`src/rtl/wm_panel_ctrl.sv`:
```
// Front-panel conditioning and door-lock interlock ahead of the wash sequencer; WM_CHILD_LOCK_EN adds a child_lock panel lockout.
// Latency: raw input to debounced level is 2+DEBOUNCE_CYCLES edges. Mains loss sets power_cut 3 edges later. No backpressure.
module wm_panel_ctrl #(
  parameter int DEBOUNCE_CYCLES     = 4,
  parameter int LOCK_SETTLE_CYCLES  = 3,
  parameter int UNLOCK_DELAY_CYCLES = 5,
  parameter int PWR_HOLD_CYCLES     = 8
) (
  input  logic       clk,
  input  logic       reset,
  input  logic       btn_start_raw,
  input  logic       btn_pause_raw,
  input  logic       door_sw_raw,
  input  logic       mains_ok_raw,
  input  logic [2:0] machine_state,
`ifdef WM_CHILD_LOCK_EN
  input  logic       child_lock,
`endif
  output logic       start,
  output logic       pause,
  output logic       door_open,
  output logic       power_cut,
  output logic       door_lock,
  output logic       door_fault
);

  localparam int DBW  = $clog2(DEBOUNCE_CYCLES + 1);
  localparam int PHW  = $clog2(PWR_HOLD_CYCLES + 1);
  localparam int TMAX = (LOCK_SETTLE_CYCLES > UNLOCK_DELAY_CYCLES) ? LOCK_SETTLE_CYCLES : UNLOCK_DELAY_CYCLES;
  localparam int TW   = $clog2(TMAX + 1);
  localparam logic [DBW-1:0] DB_LAST     = DBW'(DEBOUNCE_CYCLES - 1);
  localparam logic [PHW-1:0] PH_LAST     = PHW'(PWR_HOLD_CYCLES - 1);
  localparam logic [TW-1:0]  SETTLE_LAST = TW'(LOCK_SETTLE_CYCLES - 1);
  localparam logic [TW-1:0]  UNLOCK_LAST = TW'(UNLOCK_DELAY_CYCLES - 1);
  localparam logic [2:0]     ST_IDLE     = 3'd0;
  localparam logic [2:0]     ST_DONE     = 3'd6;
  // Bit order {mains, door, pause, start}; door idles open and mains idles bad.
  localparam logic [3:0]     SYNC_RST    = 4'b0100;

  typedef enum logic [1:0] {UNLOCKED, LOCKING, LOCKED, UNLOCKING} lock_state_t;

  logic [3:0]     sync1, sync2;
  logic [2:0]     deb, deb_nxt;
  logic [DBW-1:0] dcnt     [3];
  logic [DBW-1:0] dcnt_nxt [3];
  logic [PHW-1:0] pcnt;
  logic           door_now, start_press, pause_press, panel_en;
  lock_state_t    state, state_nxt;
  logic [TW-1:0]  tcnt, tcnt_nxt;
  logic [1:0]     idle_cnt, idle_nxt;
  logic           start_nxt, pause_nxt, fault_set;

  always_ff @(posedge clk) begin
    if (reset) begin
      sync1 <= SYNC_RST;
      sync2 <= SYNC_RST;
    end else begin
      sync1 <= {mains_ok_raw, door_sw_raw, btn_pause_raw, btn_start_raw};
      sync2 <= sync1;
    end
  end

  always_comb begin
    deb_nxt = deb;
    for (int i = 0; i < 3; i++) begin
      dcnt_nxt[i] = '0;
      if (sync2[i] != deb[i]) begin
        if (dcnt[i] >= DB_LAST) deb_nxt[i] = sync2[i];
        else dcnt_nxt[i] = dcnt[i] + DBW'(1);
      end
    end
  end

  always_ff @(posedge clk) begin
    if (reset) begin
      deb <= 3'b100;
      for (int i = 0; i < 3; i++) dcnt[i] <= '0;
    end else begin
      deb <= deb_nxt;
      for (int i = 0; i < 3; i++) dcnt[i] <= dcnt_nxt[i];
    end
  end

  // The interlock acts on the debounced value being loaded this edge, so lock and door_open move together.
  assign door_now  = deb_nxt[2];
  assign door_open = deb[2];

`ifdef WM_CHILD_LOCK_EN
  assign panel_en = ~child_lock;
`else
  assign panel_en = 1'b1;
`endif

  assign start_press = deb_nxt[0] & ~deb[0] & panel_en & ~power_cut;
  assign pause_press = deb_nxt[1] & ~deb[1] & panel_en & ~power_cut & ~start_press;

  always_ff @(posedge clk) begin
    if (reset) begin
      power_cut <= 1'b1;
      pcnt      <= '0;
    end else if (!sync2[3]) begin
      power_cut <= 1'b1;
      pcnt      <= '0;
    end else if (power_cut) begin
      if (pcnt >= PH_LAST) begin
        power_cut <= 1'b0;
        pcnt      <= '0;
      end else begin
        pcnt <= pcnt + PHW'(1);
      end
    end
  end

  always_comb begin
    state_nxt = state;
    tcnt_nxt  = tcnt;
    idle_nxt  = idle_cnt;
    start_nxt = 1'b0;
    fault_set = 1'b0;
    pause_nxt = pause;
    case (state)
      UNLOCKED: begin
        if (start_press && machine_state == ST_IDLE && !door_now) begin
          state_nxt = LOCKING;
          tcnt_nxt  = '0;
        end
      end
      LOCKING: begin
        if (door_now || power_cut) begin
          state_nxt = UNLOCKED;
          tcnt_nxt  = '0;
        end else if (tcnt >= SETTLE_LAST) begin
          state_nxt = LOCKED;
          tcnt_nxt  = '0;
          idle_nxt  = '0;
          start_nxt = 1'b1;
        end else begin
          tcnt_nxt = tcnt + TW'(1);
        end
      end
      LOCKED: begin
        if (!power_cut) begin
          if (door_now) begin
            state_nxt = UNLOCKED;
            fault_set = 1'b1;
          end else if (machine_state == ST_DONE) begin
            state_nxt = UNLOCKING;
            tcnt_nxt  = '0;
          end else if (machine_state == ST_IDLE && !pause) begin
            // Sequencer dropped back to IDLE without finishing: release after two quiet cycles.
            if (idle_cnt >= 2'd1) begin
              state_nxt = UNLOCKING;
              tcnt_nxt  = '0;
            end else begin
              idle_nxt = idle_cnt + 2'd1;
            end
          end else begin
            idle_nxt = '0;
          end
        end
      end
      UNLOCKING: begin
        if (!power_cut) begin
          if (tcnt >= UNLOCK_LAST) begin
            state_nxt = UNLOCKED;
            tcnt_nxt  = '0;
          end else begin
            tcnt_nxt = tcnt + TW'(1);
          end
        end
      end
      default: state_nxt = UNLOCKED;
    endcase

    if (machine_state == ST_IDLE || machine_state == ST_DONE || door_now || state != LOCKED)
      pause_nxt = 1'b0;
    else if (pause_press)
      pause_nxt = ~pause;
  end

  always_ff @(posedge clk) begin
    if (reset) begin
      state      <= UNLOCKED;
      tcnt       <= '0;
      idle_cnt   <= '0;
      start      <= 1'b0;
      pause      <= 1'b0;
      door_lock  <= 1'b0;
      door_fault <= 1'b0;
    end else begin
      state      <= state_nxt;
      tcnt       <= tcnt_nxt;
      idle_cnt   <= idle_nxt;
      start      <= start_nxt;
      pause      <= pause_nxt;
      door_lock  <= (state_nxt != UNLOCKED);
      door_fault <= door_fault | fault_set;
    end
  end

endmodule

```
`config.mk`:
```
export PLATFORM = sky130hd
export DESIGN_NAME = wm_panel_ctrl
export DESIGN_NICKNAME = d
export VERILOG_FILES = /design/src/rtl/wm_panel_ctrl.sv
export SDC_FILE = /design/constraint.sdc
export NUM_CORES = 1
export LEC_CHECK = 0
export CORE_MARGIN = 3
export CORE_UTILIZATION = 40
export DETAILED_ROUTE_END_ITERATION = 8
export DONT_BUFFER_PORTS = 1
export GPL_ROUTABILITY_DRIVEN = 0
export PLACE_DENSITY_LB_ADDON = 0.15
export SYNTH_ARGS = -nofsm -noshare
export SYNTH_HDL_FRONTEND = slang
export SYNTH_SLANG_ARGS = --single-unit
```
`constraint.sdc`:
```
create_clock -name clk -period 2.2 [get_ports clk]
set_input_delay 0.44 -clock clk [delete_from_list [all_inputs] [get_ports clk]]
set_output_delay 0.44 -clock clk [all_outputs]
set_load 0.01 [all_outputs]
```
==> metrics <==
Clock H-tree levels 2; period utilization 0.971; distinct cell type count after synthesis between 40 and 50; effective utilization at floorplan 0.432; Compound-Gate Fraction of Synth Area 0.133; Die H 70.3 um; ys async rst share 0; critical path startpoint category flip-flop; Peak supply drop 365 uV; largest family of logic cells by synthesized area simple AND/OR/NAND/NOR gates; initial antenna violation count 0; number of I/O pins 15; Core ar. 3830 um^2; leak pwr around 0.73 nW; final wirelength 2820 um; DPL Wire Length 2150 um; ant diodes 0; Yosys Warn Count 0; mux cell area share after synthesis 0.0537; I/O Buffers 0; Required @ worst endpoint roughly 2.4 ns; CTS tree built; WL per Instance 12.2 um; synth-to-layout area growth 13.3%; Slew Viols, Final 0; FF+latch count, synth 36; syn_nets 190; vias in the first global route approximately 1100; die area 4940 um^2; CP Class flip-flop to flip-flop; total track usage 0.126; Final Hold Viols 0; layout cells sized above 1 0.191; ys flop type dfxtp_1; Root Driver clkbuf_8; max_cap viols 0; Num CTS Buffers 5; grt ovf 0; std cell rows 22; sequential fraction of the synthesis area 0.436; Nets 201; Gate Count Post-Synth 171; First-pass DRT Iterations 4; Worst-Skew Late Latency 0.28 ns; slew margin rel. 0.630; # DRC 0; Synth Area in XOR/XNOR 0.0212; largest net degree at the start of global routing 30; synthesized area per cell 9.67 um^2; drt initial violations 40; global-route wire length before repair between 4000 and 5000 um; Critical Path AT 2.31 ns; Tot Pwr 0.00116 W; Vias 1182; Cell Area, Synth 1650 um^2; Chip Width roughly 70 um; CP Capture Type flip-flop; Clock Tree Buf Depth 2; Reg clk slew, reported paths roughly 0.070 ns; post-route minimum period about 2.1 ns; final setup violation count 0; Via-to-Cell Ratio 5.12; fmax 468 MHz; Final Skew 0.00570 ns; remaining antenna violation count 0; hold_ws ~0.22 ns; clock sink total 36; Post-synth EDFFs 0; CP Max Fanout 3; area share of fa/ha/maj cells after synthesis 0.0756; Simple-Gate Fraction of Synth Area 0.248; Slew @ Worst Pin 0.551 ns; Hold WC Path Type input port to flip-flop; PD cells about 600 nW/um^2; outcome finished clean
==> cells by family after synthesis <==
logic type	after synthesis
and+or+nand+nor	74
DFF	36
AOI/OAI and AO/OA	27
buffers and inverters	12
adders and majority gates	10
muxes	8
xor gates and xnor gates	4
==> cell usage in the layout, fill, tap and decap left out, types with 3 or more instances in the layout <==
cell type / count
nor2b_1: 9
nand2b_1: 7
inv_1: 8
dfxtp_1: 34
buf_4: 8
or3_1: 4
nor2_1: 20
a211oi_1: 3
o21ai_0: 3
nor3_1: 7
nand2_1: 11
ha_1: 8
xnor2_1: 3
clkbuf_8: 6
mux2i_1: 4
a21oi_1: 6
==> critical path: stages, from the launching register on <==
cell and delay, ns:
dfxtp_2 0.34, ha_4 0.16, ha_4 0.16, a211oi_4 0.28, mux2_4 0.36, a311oi_4 0.33
nor3b_4 0.08, mux2_4 0.30
==> cell usage after synthesis, drive strengths merged (2+ instances only) <==
cell,number,area [um^2]
xnor2,3,26.3
nor3,7,35.0
or2b,3,23.8
inv,8,30.0
o2bb2ai,2,17.5
nor2b,9,56.3
and3,2,13.8
nor2,20,75.1
nor3b,2,26.3
a31oi,2,12.5
a21oi,8,47.6
a211oi,4,42.5
or4,2,15.0
mux2i,4,40.0
mux2,4,48.8
a211o,2,17.5
ha,10,125
or3,4,25.0
nand2b,7,43.8
o21ai,3,15.0
clkbuf,3,12.5
or2,2,12.5
dfxtp,36,721
nand2,11,41.3
==> final timing paths <==
check | slack, ns | endpoint | cells past startpoint | start
worst max-delay path | 0.06 | tcnt[1] | 7 | dcnt[0][6]
worst min-delay path | 0.22 | door_fault | 1 | reset
worst max register to register | 0.06 | tcnt[1] | 7 | dcnt[0][6]
worst min register to register | 0.41 | sync2[2] | 1 | sync1[2]
==> layer usage <==
layer,vias up,global-route usage,share of wire
met3,5,0.0388,0.043
met5,-,0,0
li1,614,-,-
met2,19,0.210,0.45
met1,544,0.151,0.49
met4,0,0.0447,0.015
==> sequential cells by signal (all words and copies together), names as in the netlist <==
signal and count:
pcnt 4, deb 3, start 1, sync2 4, tcnt 3, pause 1
dcnt 9, door_fault 1, idle_cnt 2, power_cut 1, sync1 4, door_lock 1
state 2
==> what timing repair did <==
action,CTS,global route
buffers inserted,0,3
hold buffers,0,0
endpoints found under the setup margin,0,3
gates resized for setup,0,7
==> metrics by stage <==
step                worst slack (ns)  utilization  area, um^2  cells  setup TNS (ns)
CTS                           0.0120        0.476        1820    228               0
global route                 -0.0111        0.490        1870    231         -0.0111
global placement              0.0744        0.452        1730    220               0
finish                        0.0635        0.490        1870    231               0
floorplan                     0.0313            -        1650    171               0
detailed placement            0.0249        0.452        1730    220               0
==> power breakdown <==
part            total, W  switching [W]  internal, W
logic          0.0000199     0.00000834    0.0000116
registers       0.000665     0.00000432     0.000661
clock network   0.000474       0.000224     0.000250
total            0.00116       0.000237     0.000922
==> final cells by class <==
cell class	count	area, um^2
Timing Repair Buffer	8	60.1
Sequential cell	36	723
Tap cell	48	60.1
Multi-Input combinational cell	123	908
Inverter	8	30.0
Fill cell	365	1950
Clock buffer	6	82.6
Clock inverter	2	10.0
Note: power is estimated with default switching activity, not from simulation.
